### src/rtl/seg7_pkg.sv
// Shared types and constants for the 7-segment display engine.
// Glyphs are active-low, bit order {g,f,e,d,c,b,a}.
package seg7_pkg;

   typedef enum logic [1:0] {
      MODE_DEC  = 2'd0,
      MODE_HEX  = 2'd1,
      MODE_TEXT = 2'd2,
      MODE_RSVD = 2'd3
   } mode_t;

   typedef logic [1:0] state_t;
   localparam state_t ST_IDLE    = 2'd0;
   localparam state_t ST_CONVERT = 2'd1;
   localparam state_t ST_LATCH   = 2'd2;

   localparam logic [6:0] GLYPH_BLANK = 7'h7F;

   localparam logic [6:0] HEX_GLYPH [16] = '{
      7'h40, 7'h79, 7'h24, 7'h30, 7'h19, 7'h12, 7'h02, 7'h78,
      7'h00, 7'h10, 7'h08, 7'h03, 7'h46, 7'h21, 7'h06, 7'h0E
   };

   // blank, I, d, l, E, o, n, r, u; remaining codes blank
   localparam logic [6:0] TEXT_GLYPH [16] = '{
      7'h7F, 7'h4F, 7'h21, 7'h47, 7'h06, 7'h23, 7'h2B, 7'h2F,
      7'h63, 7'h7F, 7'h7F, 7'h7F, 7'h7F, 7'h7F, 7'h7F, 7'h7F
   };

   function automatic int unsigned bcd_digits(input int unsigned width);
      return (width * 3) / 10 + 1;
   endfunction

endpackage

### src/rtl/seg7_display_engine_glyph.sv
// Combinational glyph decoder: 4-bit code plus display mode to active-low segments.
module seg7_glyph
   import seg7_pkg::*;
(
   input  logic [3:0] code,
   input  logic [1:0] mode,
   output logic [6:0] segments
);

   always_comb begin
      if (mode == MODE_TEXT) segments = TEXT_GLYPH[code];
      else                   segments = HEX_GLYPH[code];
   end

endmodule

### src/rtl/seg7_display_engine.sv
// Multi-digit 7-segment engine: decimal (double-dabble), hex and text display with paging.
// Optional macro SEG7_LEADING_ZERO_BLANK_EN blanks leading zeros on the decimal low page.
module seg7_display_engine
   import seg7_pkg::*;
#(
   parameter int DIGITS   = 4,
   parameter int DATA_W   = 16,
   parameter int TICK_DIV = 50_000_000
) (
   input  logic                  clk_50M,
   input  logic                  rst,
   input  logic                  load,
   input  logic [DATA_W-1:0]     data,
   input  logic [1:0]            mode,
   output logic                  busy,
   output logic                  done,
   output logic                  overflow,
   output logic                  page,
   output logic [7*DIGITS-1:0]   segments
);

   localparam int BCD_DIGITS  = bcd_digits(DATA_W);
   localparam int WORD_DIGITS = (BCD_DIGITS > DIGITS) ? BCD_DIGITS : DIGITS;
   localparam int WORD_W      = 4 * WORD_DIGITS;
   localparam int P1_BASE     = (BCD_DIGITS > DIGITS) ? BCD_DIGITS - DIGITS : 0;
   localparam int CNT_W       = $clog2(DATA_W + 1);
   localparam int TICK_W      = $clog2(TICK_DIV + 1);

   state_t                  state;
   logic                    lat_phase;
   logic [CNT_W-1:0]        bit_cnt;
   logic [DATA_W-1:0]       data_r;
   logic [DATA_W-1:0]       bin;
   logic [1:0]              mode_r;
   logic [4*BCD_DIGITS-1:0] bcd;
   logic [4*BCD_DIGITS-1:0] bcd_adj;
   logic                    ovf_next;
   logic [1:0]              disp_mode;
   logic [WORD_W-1:0]       disp_word;
   logic                    shown;
   logic [TICK_W-1:0]       tick_cnt;
   logic [3:0]              codes [DIGITS];
   logic [1:0]              gmode [DIGITS];
   logic [6:0]              glyph_seg [DIGITS];

   assign busy = (state != ST_IDLE);

   always_comb begin
      bcd_adj = bcd;
      for (int unsigned i = 0; i < BCD_DIGITS; i++)
         if (bcd[4*i +: 4] >= 4'd5) bcd_adj[4*i +: 4] = bcd[4*i +: 4] + 4'd3;
   end

   always_comb begin
      ovf_next = 1'b0;
      for (int unsigned i = DIGITS; i < BCD_DIGITS; i++)
         ovf_next = ovf_next | (|bcd[4*i +: 4]);
   end

   // LATCH spends two cycles so results land exactly two edges after leaving IDLE/CONVERT
   always_ff @(posedge clk_50M) begin
      if (rst) begin
         state     <= ST_IDLE;
         lat_phase <= 1'b0;
         bit_cnt   <= '0;
         data_r    <= '0;
         bin       <= '0;
         mode_r    <= '0;
         bcd       <= '0;
         disp_mode <= '0;
         disp_word <= '0;
         shown     <= 1'b0;
         done      <= 1'b0;
         overflow  <= 1'b0;
         page      <= 1'b0;
         tick_cnt  <= '0;
      end else begin
         done <= 1'b0;
         case (state)
            ST_IDLE: begin
               if (load) begin
                  data_r    <= data;
                  bin       <= data;
                  mode_r    <= mode;
                  bcd       <= '0;
                  bit_cnt   <= '0;
                  lat_phase <= 1'b0;
                  state     <= (mode == MODE_DEC) ? ST_CONVERT : ST_LATCH;
               end
            end
            ST_CONVERT: begin
               bcd     <= (bcd_adj << 1) | {{(4*BCD_DIGITS-1){1'b0}}, bin[DATA_W-1]};
               bin     <= bin << 1;
               bit_cnt <= bit_cnt + 1'b1;
               if (bit_cnt == CNT_W'(DATA_W - 1)) state <= ST_LATCH;
            end
            ST_LATCH: begin
               if (!lat_phase) begin
                  lat_phase <= 1'b1;
               end else begin
                  lat_phase <= 1'b0;
                  state     <= ST_IDLE;
                  disp_mode <= mode_r;
                  disp_word <= (mode_r == MODE_DEC) ? WORD_W'(bcd) : WORD_W'(data_r);
                  overflow  <= (mode_r == MODE_DEC) && ovf_next;
                  shown     <= 1'b1;
                  done      <= 1'b1;
               end
            end
            default: state <= ST_IDLE;
         endcase

         if ((state == ST_LATCH && lat_phase) || !overflow) begin
            page     <= 1'b0;
            tick_cnt <= '0;
         end else if (tick_cnt == TICK_W'(TICK_DIV - 1)) begin
            page     <= ~page;
            tick_cnt <= '0;
         end else begin
            tick_cnt <= tick_cnt + 1'b1;
         end
      end
   end

`ifdef SEG7_LEADING_ZERO_BLANK_EN
   logic lead;
`endif

   // Blanked digits reuse the text table, whose code 0 is blank
   always_comb begin
      for (int unsigned k = 0; k < DIGITS; k++) begin
         if (disp_mode == MODE_DEC && page) codes[k] = disp_word[4*(k+P1_BASE) +: 4];
         else                               codes[k] = disp_word[4*k +: 4];
         gmode[k] = disp_mode;
      end
`ifdef SEG7_LEADING_ZERO_BLANK_EN
      lead = 1'b1;
      if (disp_mode == MODE_DEC && !page) begin
         for (int unsigned k = DIGITS - 1; k >= 1; k--) begin
            if (lead && codes[k] == 4'd0) gmode[k] = MODE_TEXT;
            else                          lead = 1'b0;
         end
      end
`endif
   end

   for (genvar k = 0; k < DIGITS; k++) begin : g_digit
      seg7_glyph u_glyph (
         .code     (codes[k]),
         .mode     (gmode[k]),
         .segments (glyph_seg[k])
      );
      assign segments[7*k +: 7] = shown ? glyph_seg[k] : GLYPH_BLANK;
   end

endmodule

### config.mk
export PLATFORM = sky130hd
export DESIGN_NAME = seg7_display_engine
export DESIGN_NICKNAME = d
export VERILOG_FILES = /design/src/rtl/seg7_pkg.sv /design/src/rtl/seg7_display_engine_glyph.sv /design/src/rtl/seg7_display_engine.sv
export SDC_FILE = /design/constraint.sdc
export NUM_CORES = 1
export LEC_CHECK = 0
export ABC_AREA = 1
export CAP_MARGIN = 20
export CORE_ASPECT_RATIO = 0.5
export CORE_MARGIN = 10
export CORE_UTILIZATION = 57
export CTS_CLUSTER_SIZE = 8
export DETAILED_ROUTE_END_ITERATION = 6
export PLACE_DENSITY = 0.86
export SLEW_MARGIN = 20
export SYNTH_ARGS = -nofsm -noshare
export SYNTH_HDL_FRONTEND = slang
export SYNTH_SLANG_ARGS = --single-unit
### constraint.sdc
create_clock -name clk_50M -period 6.9 [get_ports clk_50M]
set_clock_uncertainty 0.2 [all_clocks]
set_input_delay 1.38 -clock clk_50M [delete_from_list [all_inputs] [get_ports clk_50M]]
set_output_delay 1.38 -clock clk_50M [all_outputs]
set_load 0.01 [all_outputs]
==> flow_summary.ini <==
[place]
port-buffer-count = 52
place_ws_ns = 2.121
dp_hpwl_mm = 14.43
routabilityCongestion = 0.9381

[cts]
cts_root_buffer = clkbuf_16
cts.htree.levels = 4
clkSinkCount = 114
cts.clk_slew.worst_paths_ns = 0.05
post_cts_buffers = 0
cts_tree = built
cts.path.max_buffers = 2
cts_buffers = 17
post_cts_resized = 0
holdBufCountCts = 0
clk_latency_ns = 0.40

[die]
initial_core_util_pct = 59.16
die_w_um = 183.5
dieArea_mm2 = 0.01868
fp.dieH_um = 101.8
io-pin-count = 53
core-area_mm2 = 0.01288
num_rows = 29

[detailed_routing]
drt_wl_total_mm = 20.17
antenna_left = 0
viasPerCell = 5.641
drtIter0Drc = 700
dr.pass1.iters = 6
route.detailed.wl_per_inst_um = 14.70
drc_errors = 0
num_vias = 7739

[setup_path]
startpoint = disp_mode[0]
r2r_start = state[0]
cp_max_fo = 31
cp-end-kind = primary output
required_ns = 5.32
worst_ep_arrival_time_ns = 3.67
critPathKind = reg2out
crit_path_start_kind = register

[sta]
rsz0062_at_grt = false
fin_ws_ns = 1.646
finalCritPeriodShare_pct = 76.14
finalCriticalPeriod_ns = 5.254
fin_setup_tns_ns = 0
hold_violations = 0
max_slew.worst_pin.slew_ns = 1.125
fmax_mhz = 190.3
max_slew_margin_pct = 24.93
maxSlewViolCount = 0
setup_violations = 0

[global_routing]
grt_pass1_vias = 6802
grt_pass1_wl_mm = 33.07
grt_max_degree = 39
grt_overflow_total = 0
antenna_found_initial = 0
track_usage_pct = 21.22

[logic_synthesis]
netlist_area_mm2 = 0.007621
ys.warnings.count = 0
synth_seq_cells = 114
syn_inst = 1163
synthesis.nets = 1225
synth_cell_types = 36
ys_seq_area_share_pct = 29.95
avgSynthCellArea_um2 = 6.553

[power]
ir_drop_uv = 192.3
pwr_density_cell_mw_per_mm2 = 218.4
leakage_nw = 3.408

[final_layout]
antenna_cells = 0
fin_nets = 1252
drive_gt1_share_pct = 7.987
final_cell_mix = 330 x nand2_1, 115 x inv_1, 114 x dfxtp_1, 113 x nand3_1, 101 x nor2_1
layout_commonest_cell = nand2_1
fin_util_pct = 67.29
area_growth_pct = 13.73
nFillCells = 1085

[worst_hold_path]
min_from = bit_cnt[3]
min_path_type = reg2reg

[status]
outcome = complete, no violations

[flow_run]
maxCapViolCount = 0
==> area by class of cell <==
class                           instances  area [um^2]  area share, %
Inverter                              120        450.4          5.197
Timing Repair Buffer                   56        550.5          6.352
Sequential cell                       114         2282          26.33
Multi-Input combinational cell        881         4629          53.41
Clock buffer                           26        489.2          5.645
Clock inverter                          5        52.55         0.6063
Tap cell                              170        212.7          2.454
==> synthesized netlist by cell type, drive strengths merged <==
cell / number / area, um^2
o22a: 4 / 35.03
xor2: 7 / 61.31
a21oi: 69 / 345.3
o211ai: 33 / 247.7
clkbuf: 29 / 108.9
a31oi: 15 / 93.84
nand2: 367 / 1535
ha: 41 / 513.0
nand4: 8 / 50.05
buf: 19 / 150.1
o31ai: 4 / 30.03
nor2: 110 / 460.4
nand3b: 4 / 30.03
clkinv: 3 / 11.26
or2: 6 / 37.54
nor3: 11 / 60.06
a211oi: 1 / 7.510
a221oi: 1 / 8.760
o21ai: 75 / 401.6
xnor2: 3 / 26.28
inv: 117 / 439.2
nand3: 122 / 685.7
dfxtp: 114 / 2282
==> routing by layer <==
layer / global-route usage [%] / wire [um] / vias to the layer above
li1: - / - / 3855
met1: 29.47 / 9747 / 3575
met2: 33.18 / 8840 / 291
met3: 4.109 / 1417 / 18
met4: 5.194 / 159 / 0
met5: 0 / 0 / -
==> per-stage QoR <==
stage                     power, mW  cells  hold slack (ns)  area (um^2)
after floorplan              0.9968   1163           0.2409         7621
after global placement        1.085   1341           0.2479         8125
after detailed placement      1.094   1341           0.2551         8125
after CTS                     1.888   1372           0.2612         8667
after global routing          1.971   1372           0.2801         8667
final                         1.893   1372           0.2600         8667
==> worst paths after layout <==
path                                endpoint  cells past startpoint  slack [ns]
worst min register to register    bit_cnt[3]                      2        0.26
worst max-delay path            segments[17]                     12        1.65
worst min-delay path              bit_cnt[3]                      2        0.26
worst max register to register       bcd[12]                      6        3.64
==> registers in the layout, summed over array words and instances (netlist names) <==
| name | count |
|---|---|
| state | 2 |
| data_r | 16 |
| disp_mode | 2 |
| lat_phase | 1 |
| page | 1 |
| tick_cnt | 26 |
| done | 1 |
| disp_word | 20 |
| bin | 16 |
| mode_r | 2 |
| shown | 1 |
| bcd | 20 |
| bit_cnt | 5 |
| overflow | 1 |
==> cells by family (layout without fill, tap and decap cells) <==
kind of cell    count (synthesis)  in the layout  synth area share, %
buf+inv                       168            207                9.309
xor+xnor                       10             10                1.149
simple gates                  628            628                37.51
compound gates                202            202                15.35
flops                         114            114                29.95
fa+ha+maj                      41             41                6.731
==> critical path, cell delays in order, from the launching register on <==
cell and delay (ns):
dfxtp_1 0.35, nor2_4 0.60, nand2_4 0.44, o21ai_2 0.41, inv_1 0.16, ha_1 0.32
nand3_1 0.11, nand3_1 0.09, nand2_1 0.07, nand2_1 0.05, nand2_1 0.06, nand2_1 0.05
clkdlybuf4s50_1 0.54
==> report_power, final <==
group	switching, mW	internal [mW]
clock network	0.282	0.519
logic	0.236	0.110
registers	0.0359	0.710
No activity file was read; power rests on OpenSTA's default activity.
